## config.mk

```make
export PLATFORM = sky130hd
export DESIGN_NAME = pulse_tracker
export DESIGN_NICKNAME = d
export VERILOG_FILES = /design/src/rtl/pulse_tracker_pkg.sv /design/src/rtl/pulse_fifo.sv /design/src/rtl/pulse_tracker.sv
export SDC_FILE = /design/constraint.sdc
export NUM_CORES = 1
export LEC_CHECK = 0
export ABC_CLOCK_PERIOD_IN_PS = 4000
export CORE_ASPECT_RATIO = 0.7
export CORE_UTILIZATION = 60
export CTS_CLUSTER_SIZE = 8
export DETAILED_ROUTE_END_ITERATION = 8
export PLACE_DENSITY = 0.87
export SLEW_MARGIN = 25
export SYNTH_ARGS = -nofsm -noshare
export SYNTH_HDL_FRONTEND = slang
export SYNTH_SLANG_ARGS = --single-unit
```

## constraint.sdc

```tcl
create_clock -name clk -period 4 [get_ports clk]
set_input_delay 0.8 -clock clk [delete_from_list [all_inputs] [get_ports clk]]
set_output_delay 0.8 -clock clk [all_outputs]
set_load 0.1 [all_outputs]
```

## src/rtl/pulse_tracker_pkg.sv

```systemverilog
// Shared definitions for the pulse tracker: default sizes, FSM states and
// the pointer-width helper used by the record FIFO.
package pulse_tracker_pkg;

   localparam int CNT_W_DEF      = 16;
   localparam int FIFO_DEPTH_DEF = 4;

   typedef enum logic {
      IDLE = 1'b0,
      HIGH = 1'b1
   } state_t;

   // Index width for a power-of-two buffer of the given depth (depth >= 2).
   function automatic int ptr_w(input int depth);
      return (depth <= 2) ? 1 : $clog2(depth);
   endfunction

   localparam int PTR_W_DEF = ptr_w(FIFO_DEPTH_DEF);

endpackage

```

## src/rtl/pulse_fifo.sv

```systemverilog
// Small synchronous FIFO holding completed pulse records. A pop frees a slot
// in the same cycle, so a push into a full buffer succeeds when it coincides
// with a pop. The output reads zero whenever the buffer is empty.
module pulse_fifo
   import pulse_tracker_pkg::*;
#(
   parameter int W     = CNT_W_DEF,
   parameter int DEPTH = FIFO_DEPTH_DEF
) (
   input  logic         clk,
   input  logic         rst_n,
   input  logic         i_flush,
   input  logic         i_push,
   input  logic [W-1:0] i_data,
   input  logic         i_pop,
   output logic [W-1:0] o_data,
   output logic         o_full,
   output logic         o_empty
);

   localparam int PW = ptr_w(DEPTH);

   logic [W-1:0]  r_mem [DEPTH];
   logic [PW-1:0] r_wr;
   logic [PW-1:0] r_rd;
   logic [PW:0]   r_cnt;

   logic w_do_pop;
   logic w_do_push;

   assign o_empty   = (r_cnt == '0);
   assign o_full    = (r_cnt == (PW+1)'(DEPTH));
   assign w_do_pop  = i_pop & ~o_empty;
   assign w_do_push = i_push & (~o_full | w_do_pop);
   assign o_data    = o_empty ? '0 : r_mem[r_rd];

   // Pointer and occupancy update; flush empties the buffer in one cycle.
   always_ff @(posedge clk or negedge rst_n) begin
      if (!rst_n) begin
         r_wr  <= '0;
         r_rd  <= '0;
         r_cnt <= '0;
      end else if (i_flush) begin
         r_wr  <= '0;
         r_rd  <= '0;
         r_cnt <= '0;
      end else begin
         if (w_do_push) r_wr <= r_wr + PW'(1);
         if (w_do_pop)  r_rd <= r_rd + PW'(1);
         unique case ({w_do_push, w_do_pop})
            2'b10:   r_cnt <= r_cnt + (PW+1)'(1);
            2'b01:   r_cnt <= r_cnt - (PW+1)'(1);
            default: r_cnt <= r_cnt;
         endcase
      end
   end

   // Record storage; contents beyond the occupancy are never observed.
   always_ff @(posedge clk or negedge rst_n) begin
      if (!rst_n) begin
         for (int i = 0; i < DEPTH; i++) r_mem[i] <= '0;
      end else if (w_do_push && !i_flush) begin
         r_mem[r_wr] <= i_data;
      end
   end

endmodule

```

## src/rtl/pulse_tracker.sv

```systemverilog
// Measures the width of high pulses on din, queues each completed width as a
// record for a ready/valid consumer, counts completed pulses and flags drops.
module pulse_tracker
   import pulse_tracker_pkg::*;
#(
   parameter int CNT_W      = CNT_W_DEF,
   parameter int FIFO_DEPTH = FIFO_DEPTH_DEF
) (
   input  logic             clk,
   input  logic             rst_n,
   input  logic             din,
   input  logic             enable,
   input  logic             clear,
   output logic             rec_valid,
   input  logic             rec_ready,
   output logic [CNT_W-1:0] rec_width,
   output logic [CNT_W-1:0] pulse_cnt,
   output logic             overflow
);

   state_t           r_state;
   logic [CNT_W-1:0] r_width;
   logic [CNT_W-1:0] r_pulse_cnt;
   logic             r_overflow;

   logic w_done;
   logic w_push;
   logic w_pop;
   logic w_full;
   logic w_empty;

   // A pulse ends on the first low sample while HIGH; clear discards it.
   assign w_done    = enable & (r_state == HIGH) & ~din;
   assign w_push    = w_done & ~clear;
   assign w_pop     = rec_ready & ~w_empty;
   assign rec_valid = ~w_empty;
   assign pulse_cnt = r_pulse_cnt;
   assign overflow  = r_overflow;

   pulse_fifo #(
      .W     (CNT_W),
      .DEPTH (FIFO_DEPTH)
   ) u_fifo (
      .clk     (clk),
      .rst_n   (rst_n),
      .i_flush (clear),
      .i_push  (w_push),
      .i_data  (r_width),
      .i_pop   (w_pop),
      .o_data  (rec_width),
      .o_full  (w_full),
      .o_empty (w_empty)
   );

   // Pulse FSM with saturating width counter; disable or clear abandons a pulse.
   always_ff @(posedge clk or negedge rst_n) begin
      if (!rst_n) begin
         r_state <= IDLE;
         r_width <= '0;
      end else if (clear || !enable) begin
         r_state <= IDLE;
         r_width <= '0;
      end else begin
         case (r_state)
            IDLE: begin
               if (din) begin
                  r_state <= HIGH;
                  r_width <= CNT_W'(1);
               end
            end
            HIGH: begin
               if (din) begin
                  if (r_width != '1) r_width <= r_width + CNT_W'(1);
               end else begin
                  r_state <= IDLE;
                  r_width <= '0;
               end
            end
            default: begin
               r_state <= IDLE;
               r_width <= '0;
            end
         endcase
      end
   end

   // Completed-pulse counter; counts dropped records too and wraps freely.
   always_ff @(posedge clk or negedge rst_n) begin
      if (!rst_n)      r_pulse_cnt <= '0;
      else if (clear)  r_pulse_cnt <= '0;
      else if (w_done) r_pulse_cnt <= r_pulse_cnt + CNT_W'(1);
   end

   // Sticky drop flag: a completion into a full FIFO with no pop is lost.
   always_ff @(posedge clk or negedge rst_n) begin
      if (!rst_n)                          r_overflow <= 1'b0;
      else if (clear)                      r_overflow <= 1'b0;
      else if (w_done && w_full && !w_pop) r_overflow <= 1'b1;
   end

endmodule

```

Yosys cells after proc, flatten, opt, wreduce, memory -nomap -nowiden. Index checks and enable logic that the tools add are counted.

Register bits: 105. Input port bits: 6. Output and inout port bits: 34. Logic and storage cells: 79.

$add $sub $neg: 6. $lt $le $gt $ge: 3. Equal/unequal tests: 6. Muxes and demuxes: 24. Bitwise operators: 14. Reduce and logical (&&, ||, !) cells: 15.

Operator list (count): 2-to-1 mux 16 bit (10); bitwise mux 64 bit (1); adder 16 x 1 -> 16 bit (second input constant) (2); binary-select mux 16 bit (select 2 bit) (1); demux 16 bit (select 2 bit) (1); case mux 16 bit (2 select lines) (1); inequality test 16 bit (second input constant) (1); 2-to-1 mux 2 bit (4); nonzero test 2 bit (4); AND 1 bit (6); greater-or-equal comparator 3 bit (second input constant) (2); NOT 2 -> 3 bit (2); case mux 3 bit (2 select lines) (1); NOT 1 bit (5); adder 2 x 1 -> 2 bit (second input constant) (2); logical AND 1 bit (4); 2-to-1 mux 1 bit (4); inequality test 4 x 2 -> 1 bit (second input constant) (1); adder 3 x 1 -> 3 bit (second input constant) (1); == test 3 bit (second input constant) (1); logical NOT 1 bit (3); logical NOT 3 bit (1); less-than comparator 3 x 1 -> 1 bit (second input constant) (1); 2-to-1 mux 3 bit (1); 8 further kinds (8).

Longest topological paths before layout. Gate-level depths: netlist of run 1.

Depth after elaboration: 9. Mapped depth: 8. Depth with buffers taken out: 7.

Cells and area by module. A second synthesis of run 1 with hierarchy kept.

Cell total of the unflattened synthesis: 429. Area total of the unflattened synthesis: 5426.5 µm².

By module, submodules not included: pulse_fifo (instances 1, cells an instance 234, area each 3564.7 µm²); pulse_tracker (instances 1, cells an instance 195, area each 1861.8 µm²).

Least setup slack after synthesis of run 1. OpenSTA, ideal clock, no wires.

Kind: register to output. From: reg u_fifo.r_cnt[1]. To: out rec_width[10]. Arrival: 2654 ps. Path slack: 546 ps. Cell stages (with the launch flop): 5. Buffers on the path: 2. Path through: dfrtp_1 > or3_1 > clkbuf_1 > clkbuf_1 > and2_1.

Cells in the longest elaborated chain, start to end: 2.

Ends and longest elaborated chain: start, declared (RTL line pulse_fifo.sv:26) `logic [PW:0] r_cnt;`; start signal, assigned (RTL line pulse_fifo.sv:51) `2'b10: r_cnt <= r_cnt + (PW+1)'(1);`; start signal, assigned (RTL line pulse_fifo.sv:52) `2'b01: r_cnt <= r_cnt - (PW+1)'(1);`; start signal, assigned (RTL line pulse_fifo.sv:53) `default: r_cnt <= r_cnt;`; logical NOT 3 bit (RTL line pulse_fifo.sv:31) `assign o_empty = (r_cnt == '0);`; 2-to-1 mux 16 bit (RTL line pulse_fifo.sv:35) `assign o_data = o_empty ? '0 : r_mem[r_rd];`; end, declared (RTL line pulse_tracker.sv:16) `output logic [CNT_W-1:0] rec_width,`.

Every way passes these cells.

Final worst setup path of run 1.
From: reg u_fifo.r_rd[0]. To: out rec_width[13].

Cells in the longest elaborated chain, start to end: 5.

Ends and longest elaborated chain: start, declared (RTL line pulse_fifo.sv:25) `logic [PW-1:0] r_rd;`; start signal, assigned (RTL line pulse_fifo.sv:49) `if (w_do_pop) r_rd <= r_rd + PW'(1);`; NOT 2 -> 3 bit (implied by the code) (RTL line pulse_fifo.sv:35); binary-select mux 16 bit (select 2 bit) (RTL line pulse_fifo.sv:35); 2-to-1 mux 16 bit (implied by the code) (2 in a row) (RTL line pulse_fifo.sv:35); 2-to-1 mux 16 bit (RTL line pulse_fifo.sv:35).

Every way passes these cells. The select of a mux whose other input is x is not followed.

==> results of run 1 <==
==> power groups by stage <==
stage	Sequential (mW)	Clock, mW	Combinational [mW]
after CTS	1.07	0.898	0.0630
final	1.07	0.884	0.0619
after detailed placement	1.09	0	0.0629
after floorplan	1.09	0	0.0264
after global routing	1.07	0.937	0.0693
after global placement	1.09	0	0.0601
==> Yosys cell counts, types with 2 or more instances <==
library cell    n
buf_2          14
nand4b_1        2
xor2_1          9
mux2_2         24
clkbuf_2        2
mux2_4         40
nand3b_1        2
nand2b_1        3
o211ai_1        8
dfrtp_1       105
nand3_1        16
a31oi_1         8
nor2_1         19
a21oi_1        13
and4_1          6
nand2_8         4
nor3_1          5
mux4_2         16
o21ai_0        16
or4_1           9
and2_1         17
a21o_1          2
nand2_1        26
or3_1           8
clkbuf_1       10
o31ai_1         2
ha_1            6
inv_1          11
and3_1          5
a21boi_0        2
nor3_2          2
o41ai_1         2
xnor2_1         2
buf_12          4
nand4_1        10
==> per-stage QoR <==
stage | power (mW) | setup WS, ns | std cells
final | 2.01 | 0.861 | 594
after global routing | 2.07 | 0.738 | 594
after CTS | 2.03 | 0.822 | 594
after detailed placement | 1.15 | 0.794 | 578
after global placement | 1.15 | 0.945 | 578
after floorplan | 1.12 | 0.546 | 447
==> critical path: stages, from the launching register on <==
cell and delay, ns:
dfrtp_1 0.70, buf_4 0.34, mux4_2 0.53, and2_1 0.18
buf_4 0.23
==> state kept, by name, summed over array words and instances (netlist names) <==
signal        cells
pulse_cnt        16
u_fifo.r_cnt      3
r_width          16
u_fifo.r_rd       2
u_fifo.r_wr       2
r_state           1
u_fifo.r_mem     64
overflow          1
==> final timing paths <==
| path | from | end | slack (ns) | cells after the start |
|---|---|---|---|---|
| setup / recovery | u_fifo.r_rd[0] | rec_width[13] | 0.86 | 4 |
| hold / removal | rst_n | u_fifo.r_mem[54] | 0.49 | 1 |
| setup reg to reg | u_fifo.r_cnt[1] | u_fifo.r_cnt[1] | 1.27 | 6 |
| hold reg to reg | u_fifo.r_mem[0] | u_fifo.r_mem[0] | 0.51 | 1 |
| max in group asynchronous | rst_n | r_width[11] | 2.66 | 2 |
| min in group clk | u_fifo.r_mem[0] | u_fifo.r_mem[0] | 0.51 | 1 |
==> per-layer routing <==
layer | track usage | vias up | part of all wire
met1 | 0.388 | 1934 | 0.46
met4 | 0.0658 | 0 | 0.010
met3 | 0.0693 | 14 | 0.060
met5 | 0 | - | 0
li1 | - | 1677 | -
met2 | 0.434 | 124 | 0.47
==> cells by family (layout without fill, tap and decap cells) <==
logic type,Yosys count,after routing,synth area share
AND/OR/NAND/NOR,141,141,0.156
flip-flops,105,105,0.474
AO/OA/AOI/OAI,59,59,0.0661
adder cells (fa/ha/maj),7,7,0.0171
multiplexers,81,81,0.224
XOR/XNOR,11,11,0.0174
buffers and inverters,43,70,0.0458
==> cell type report <==
type / count / area, um2 / share of cell area
Clock buffer: 10 / 229 / 0.0372
Clock inverter: 6 / 65.1 / 0.0106
Inverter: 11 / 41.3 / 0.00671
Multi-Input combinational cell: 299 / 2670 / 0.433
Sequential cell: 105 / 2630 / 0.427
Tap cell: 120 / 150 / 0.0244
Timing Repair Buffer: 43 / 375 / 0.0610
==> placed cells by master (no fill, tap or decap), types with 3 or more instances in the layout <==
| master | instances |
|---|---|
| inv_1 | 11 |
| dfrtp_1 | 105 |
| and3_1 | 5 |
| o211ai_1 | 8 |
| nand3_1 | 16 |
| o21ai_0 | 16 |
| or4_1 | 9 |
| buf_4 | 22 |
| xor2_1 | 9 |
| a31oi_1 | 8 |
| nor3_1 | 5 |
| nand2_1 | 26 |
| and2_1 | 17 |
| mux2_2 | 24 |
| clkbuf_16 | 9 |
| nand2b_1 | 3 |
| nor2_1 | 19 |
| a21oi_1 | 13 |
| mux4_2 | 16 |
| ha_1 | 6 |
| nand4_1 | 10 |
| clkdlybuf4s50_1 | 21 |
| nand2_8 | 4 |
| or3_1 | 8 |
| and4_1 | 6 |
| mux2_4 | 40 |
==> impl_results.md, run 1 <==
* Synth Flop Type: dfrtp_1
* Cell area after synthesis at 5550 um2
* Longest Clk Path Bufs at 2
* Critical Path AT at around 2.3 ns
* Placer Congestion at slightly below 0.9
* Total number of vias at between 3000 and 4000
* Drt wl/cell at approximately 20 um
* Grt ovf at 0
* GRT Total Usage at 0.276
* Final core utilization at 0.706
* Syn Inst Count at about 450
* Max_cap viols at 0
* Slew margin rel. at 0.336
* CTS buffer count at 9
* Max VDD drop at between 0.2 and 0.25 mV
* Vias in the first global route at roughly 3800
* Post-synth EDFFs at 0
* RSZ-0062 raised after global routing: no
* Final setup TNS at 0 ns
* HP Class: primary input to async pin
* Design area at between 6000 and 7000 um2
* Worst-skew pair later-pin latency at 0.35 ns
* Final hold vios at 0
* Worst Setup Path Type: register to output pin
* Clock network power share at 0.439
* CTS Sinks at about 110
* H-tree Lvls at 3
* Max Fclk at 319 MHz
* Reg clk slew, reported paths at about 0.07 ns
* Switching power at approximately 0.45 mW
* Leakage at around 2.8 nW
* Tcrit/Tclk final at 0.785
* Worst Skew at just under 0.008 ns
* Layout fillers at between 500 and 600
* Setup Buffers After CTS at 0
* Pint at approximately 1.6 mW
* Rows at 28
* CP endpoint kind: output pin
* Yosys top cell area share at 0.474
* Largest net degree at the start of global routing at 56
* NumNets Final at 482
* Root Buffer: clkbuf_16
* Net Sw Frac at 0.222
* HPWL after detailed placement at roughly 8000 um
* # hold bufs at CTS at 0
* Hold Worst Slack at roughly 0.49 ns
* Number of antenna violations at the first check in global routing at 0
* Synth Net Count at 460
* Die area at approximately 9600 um2
* Detailed-route DRC error count at 0
* Worst path required time at 3.20 ns
* Avg Inst Size Synth at about 12 um2
* Worst-Margin Slew at roughly 1 ns
* Vias/cell at between 6 and 7
* First-iteration detailed-routing DRC count at 400
* Synth async-reset ratio at 1.00
* Final setup viols at 0
* Core Area at between 8000 and 9000 um2
* Yosys warning count at 0
* Effective utilization at floorplan at 0.636
* Ratio of cells with drive above 1 in the final layout at 0.266
* Sequential area share after synthesis at 0.474
* Pre-antenna DRT Iters at 5
* Comb power frac at 0.031
* Routed Wire Length at 11900 um
* Power Density at 327 nW/um2
* Startpoint types: register
* CTS tree: yes
* Synth cell types at 52
* First-pass GRT wire length at a little under 20000 um
* Number of antenna diodes at 0
* ANT nets after route at 0
* Synthesis-to-layout area growth at 10.9%
* Number of synthesized register bits at roughly 110
* CP Max Fanout at 10
* Flop pwr share at 0.530
* Yosys top cell by area: dfrtp_1
* Post_cts resized at 0
* Status: complete, no violations
* Post-DP Area at 5860 um2
* Pins over their slew limit at 0
* IO buf count at 39
* Largest cells by area after synthesis: dfrtp_1 (47%), mux2_4 (11%), mux4_2 (6.5%), mux2_2 (4.9%), and2_1 (1.9%)
* # IOs at 40
* Die W at around 120 um
* Die height at 82.5 um
* Post-route minimum period at between 3 and 4 ns
No activity file was read; power rests on OpenSTA's default activity.
==> run 2, diff against run 1 <==
- ABC_CLOCK_PERIOD_IN_PS: 4000 -> 3000
- CORE_UTILIZATION: 60 -> 59
- PLACE_DENSITY: 0.87 -> 0.86
- clock period: 4 -> 3 ns (I/O delays scaled with it)
==> impl_results.md, run 2 (synthesis gave the netlist of run 1 again) <==
* R2R depth at 6 (unchanged)
* Pins over their slew limit at 0 (unchanged)
* First-pass GRT wire length at 19300 um (-0.53%)
* GRT Total Usage at 0.254 (-0.0219)
* Number of antenna violations at the first check in global routing at 0 (unchanged)
* Die W at 118 um (+0.83%)
* Leakage at 2.93 nW (+3.7%)
* NumNets Final at 489 (+1.5%)
* CTS tree: yes
* Final core utilization at 0.698 (-0.00723)
* Final setup viols at 0 (unchanged)
* Worst Skew at 0.0102 ns (+0.00233 ns)
* Post_cts resized at 0 (unchanged)
* H-tree Lvls at 3 (unchanged)
* Layout fillers at 606 (+4.7%)
* # hold bufs at CTS at 0 (unchanged)
* Worst-Margin Slew at 0.788 ns (-0.205 ns)
* IO buf count at 39 (unchanged)
* Vias in the first global route at 3729 (-1.5%)
* CTS Sinks at 105 (unchanged)
* Worst Setup Path Type: register to output pin
* Max_cap viols at 0 (unchanged)
* Die area at 9800 um2 (+1.7%)
* Grt ovf at 0 (unchanged)
* HP Class: primary input to async pin
* ANT nets after route at 0 (unchanged)
* Largest net degree at the start of global routing at 65 (+16%)
* CTS buffer count at 9 (unchanged)
* Most flops, register: u_fifo.r_mem
* Core Area at 9110 um2 (+4.4%)
* Post-route minimum period at 2.63 ns
* HPWL after detailed placement at 7660 um (-4.2%)
* Startpoint types: register
* Seq. cell area at 2630 um2 (unchanged)
* Commonest non-fill, non-tap cell in the layout: dfrtp_1
* Die height at 83.1 um (+0.82%)
* Drt wl/cell at 18.7 um (-6.3%)
* Max VDD drop at 0.295 mV (+37%)
* RSZ-0062 raised after global routing: no
* Worst path required time at 2.40 ns (-0.80 ns)
* Vias/cell at 6.15 (-2.5%)
* Rows at 29 (+3.6%)
* Detailed-route DRC error count at 0 (unchanged)
* Longest Clk Path Bufs at 2 (unchanged)
* Root Buffer: clkbuf_16
* Pre-antenna DRT Iters at 6 (+1)
* Max Fclk at about 380 MHz
* Setup Buffers After CTS at 0 (unchanged)
* Status: complete, no violations
* CP endpoint kind: output pin
* Worst-skew pair later-pin latency at 0.35 ns (about the same)
* Synthesis-to-layout area growth at 14.6%
* Reg clk slew, reported paths at 0.07 ns (about the same)
* Critical Path AT at 2.03 ns (-0.31 ns)
* Number of antenna diodes at 0 (unchanged)
* Placer Congestion at 0.875 (+0.89%)
* Area of the multi-input gates at 2670 um2 (unchanged)
* Effective utilization at floorplan at 0.609 (-0.0268)
* First-iteration detailed-routing DRC count at 429 (+7.2%)
* Final hold vios at 0 (unchanged)
* Tcrit/Tclk final at 0.877
* Total number of vias at 3722 (-0.72%)
* # IOs at 40 (unchanged)
* Commonest non-fill, non-tap cells in the layout: dfrtp_1 (105), mux2_4 (40), buf_4 (29), nand2_1 (26), mux2_2 (24)
* Routed Wire Length at 11300 um (-4.5%)
* Final setup TNS at 0 ns (unchanged)
* Power Density at 407 nW/um2 (+25%)
* Ratio of cells with drive above 1 in the final layout at 0.314 (+0.0481)
* Slew margin rel. at 0.472 (+0.136)
* Max reg flops at 64 (unchanged)
* CP Max Fanout at 11 (+1)
## run 2: cell types whose count changed in the layout (fill, tap and decap cells not counted), sizes merged
cell,change
clkinv,+1
buf,+24
inv,-1
clkbuf,-1
clkdlybuf4s50,-17
bufinv,-1
clkinvlp,+2
## run 2: path summary, 6_finish.rpt
check	slack, ns	from	end
setup / recovery	0.37	u_fifo.r_cnt[1]	rec_width[14]
hold / removal	0.23	rst_n	u_fifo.r_mem[38]
setup reg to reg	0.59	u_fifo.r_cnt[1]	u_fifo.r_cnt[1]
hold reg to reg	0.50	u_fifo.r_mem[16]	u_fifo.r_mem[16]
max in group asynchronous	2.06	rst_n	pulse_cnt[7]
min in group clk	0.50	u_fifo.r_mem[16]	u_fifo.r_mem[16]
## run 2: layer usage
layer  global-route usage  part of all wire
met5                    0                 0
met4               0.0804             0.012
met3               0.0563             0.046
met2                0.399              0.48
met1                0.354              0.46
## run 2: metrics by stage
| step | power [mW] | hold slack (ns) | area, um2 | cells | setup WS, ns |
|---|---|---|---|---|---|
| global placement | 1.54 | 0.482 | 6090 | 589 | 0.216 |
| floorplan | 1.49 | 0.304 | 5550 | 447 | 0.228 |
| global route | 2.68 | 0.269 | 6360 | 605 | 0.298 |
| detailed placement | 1.54 | 0.491 | 6090 | 589 | 0.151 |
| CTS | 2.62 | 0.249 | 6360 | 605 | 0.368 |
| finish | 2.59 | 0.231 | 6360 | 605 | 0.370 |
## run 2: power by group
part / switching [mW] / total (mW) / internal (mW)
clock: 0.522 / 1.08 / 0.561
sequential: 0.00492 / 1.42 / 1.42
combinational: 0.0606 / 0.0862 / 0.0256
## run 2: worst max-delay path, cell delays in order (launching register included)
cell,delay (ns)
dfrtp_1,0.49
or3_1,0.58
buf_4,0.25
and2_1,0.17
buf_12,0.17
## run 2: area by class of cell
type	count	area share
Multi-Input combinational cell	299	0.419
Sequential cell	105	0.413
Timing Repair Buffer	50	0.0940
Clock buffer	9	0.0354
Tap cell	124	0.0244
Clock inverter	7	0.00728
Inverter	11	0.00649
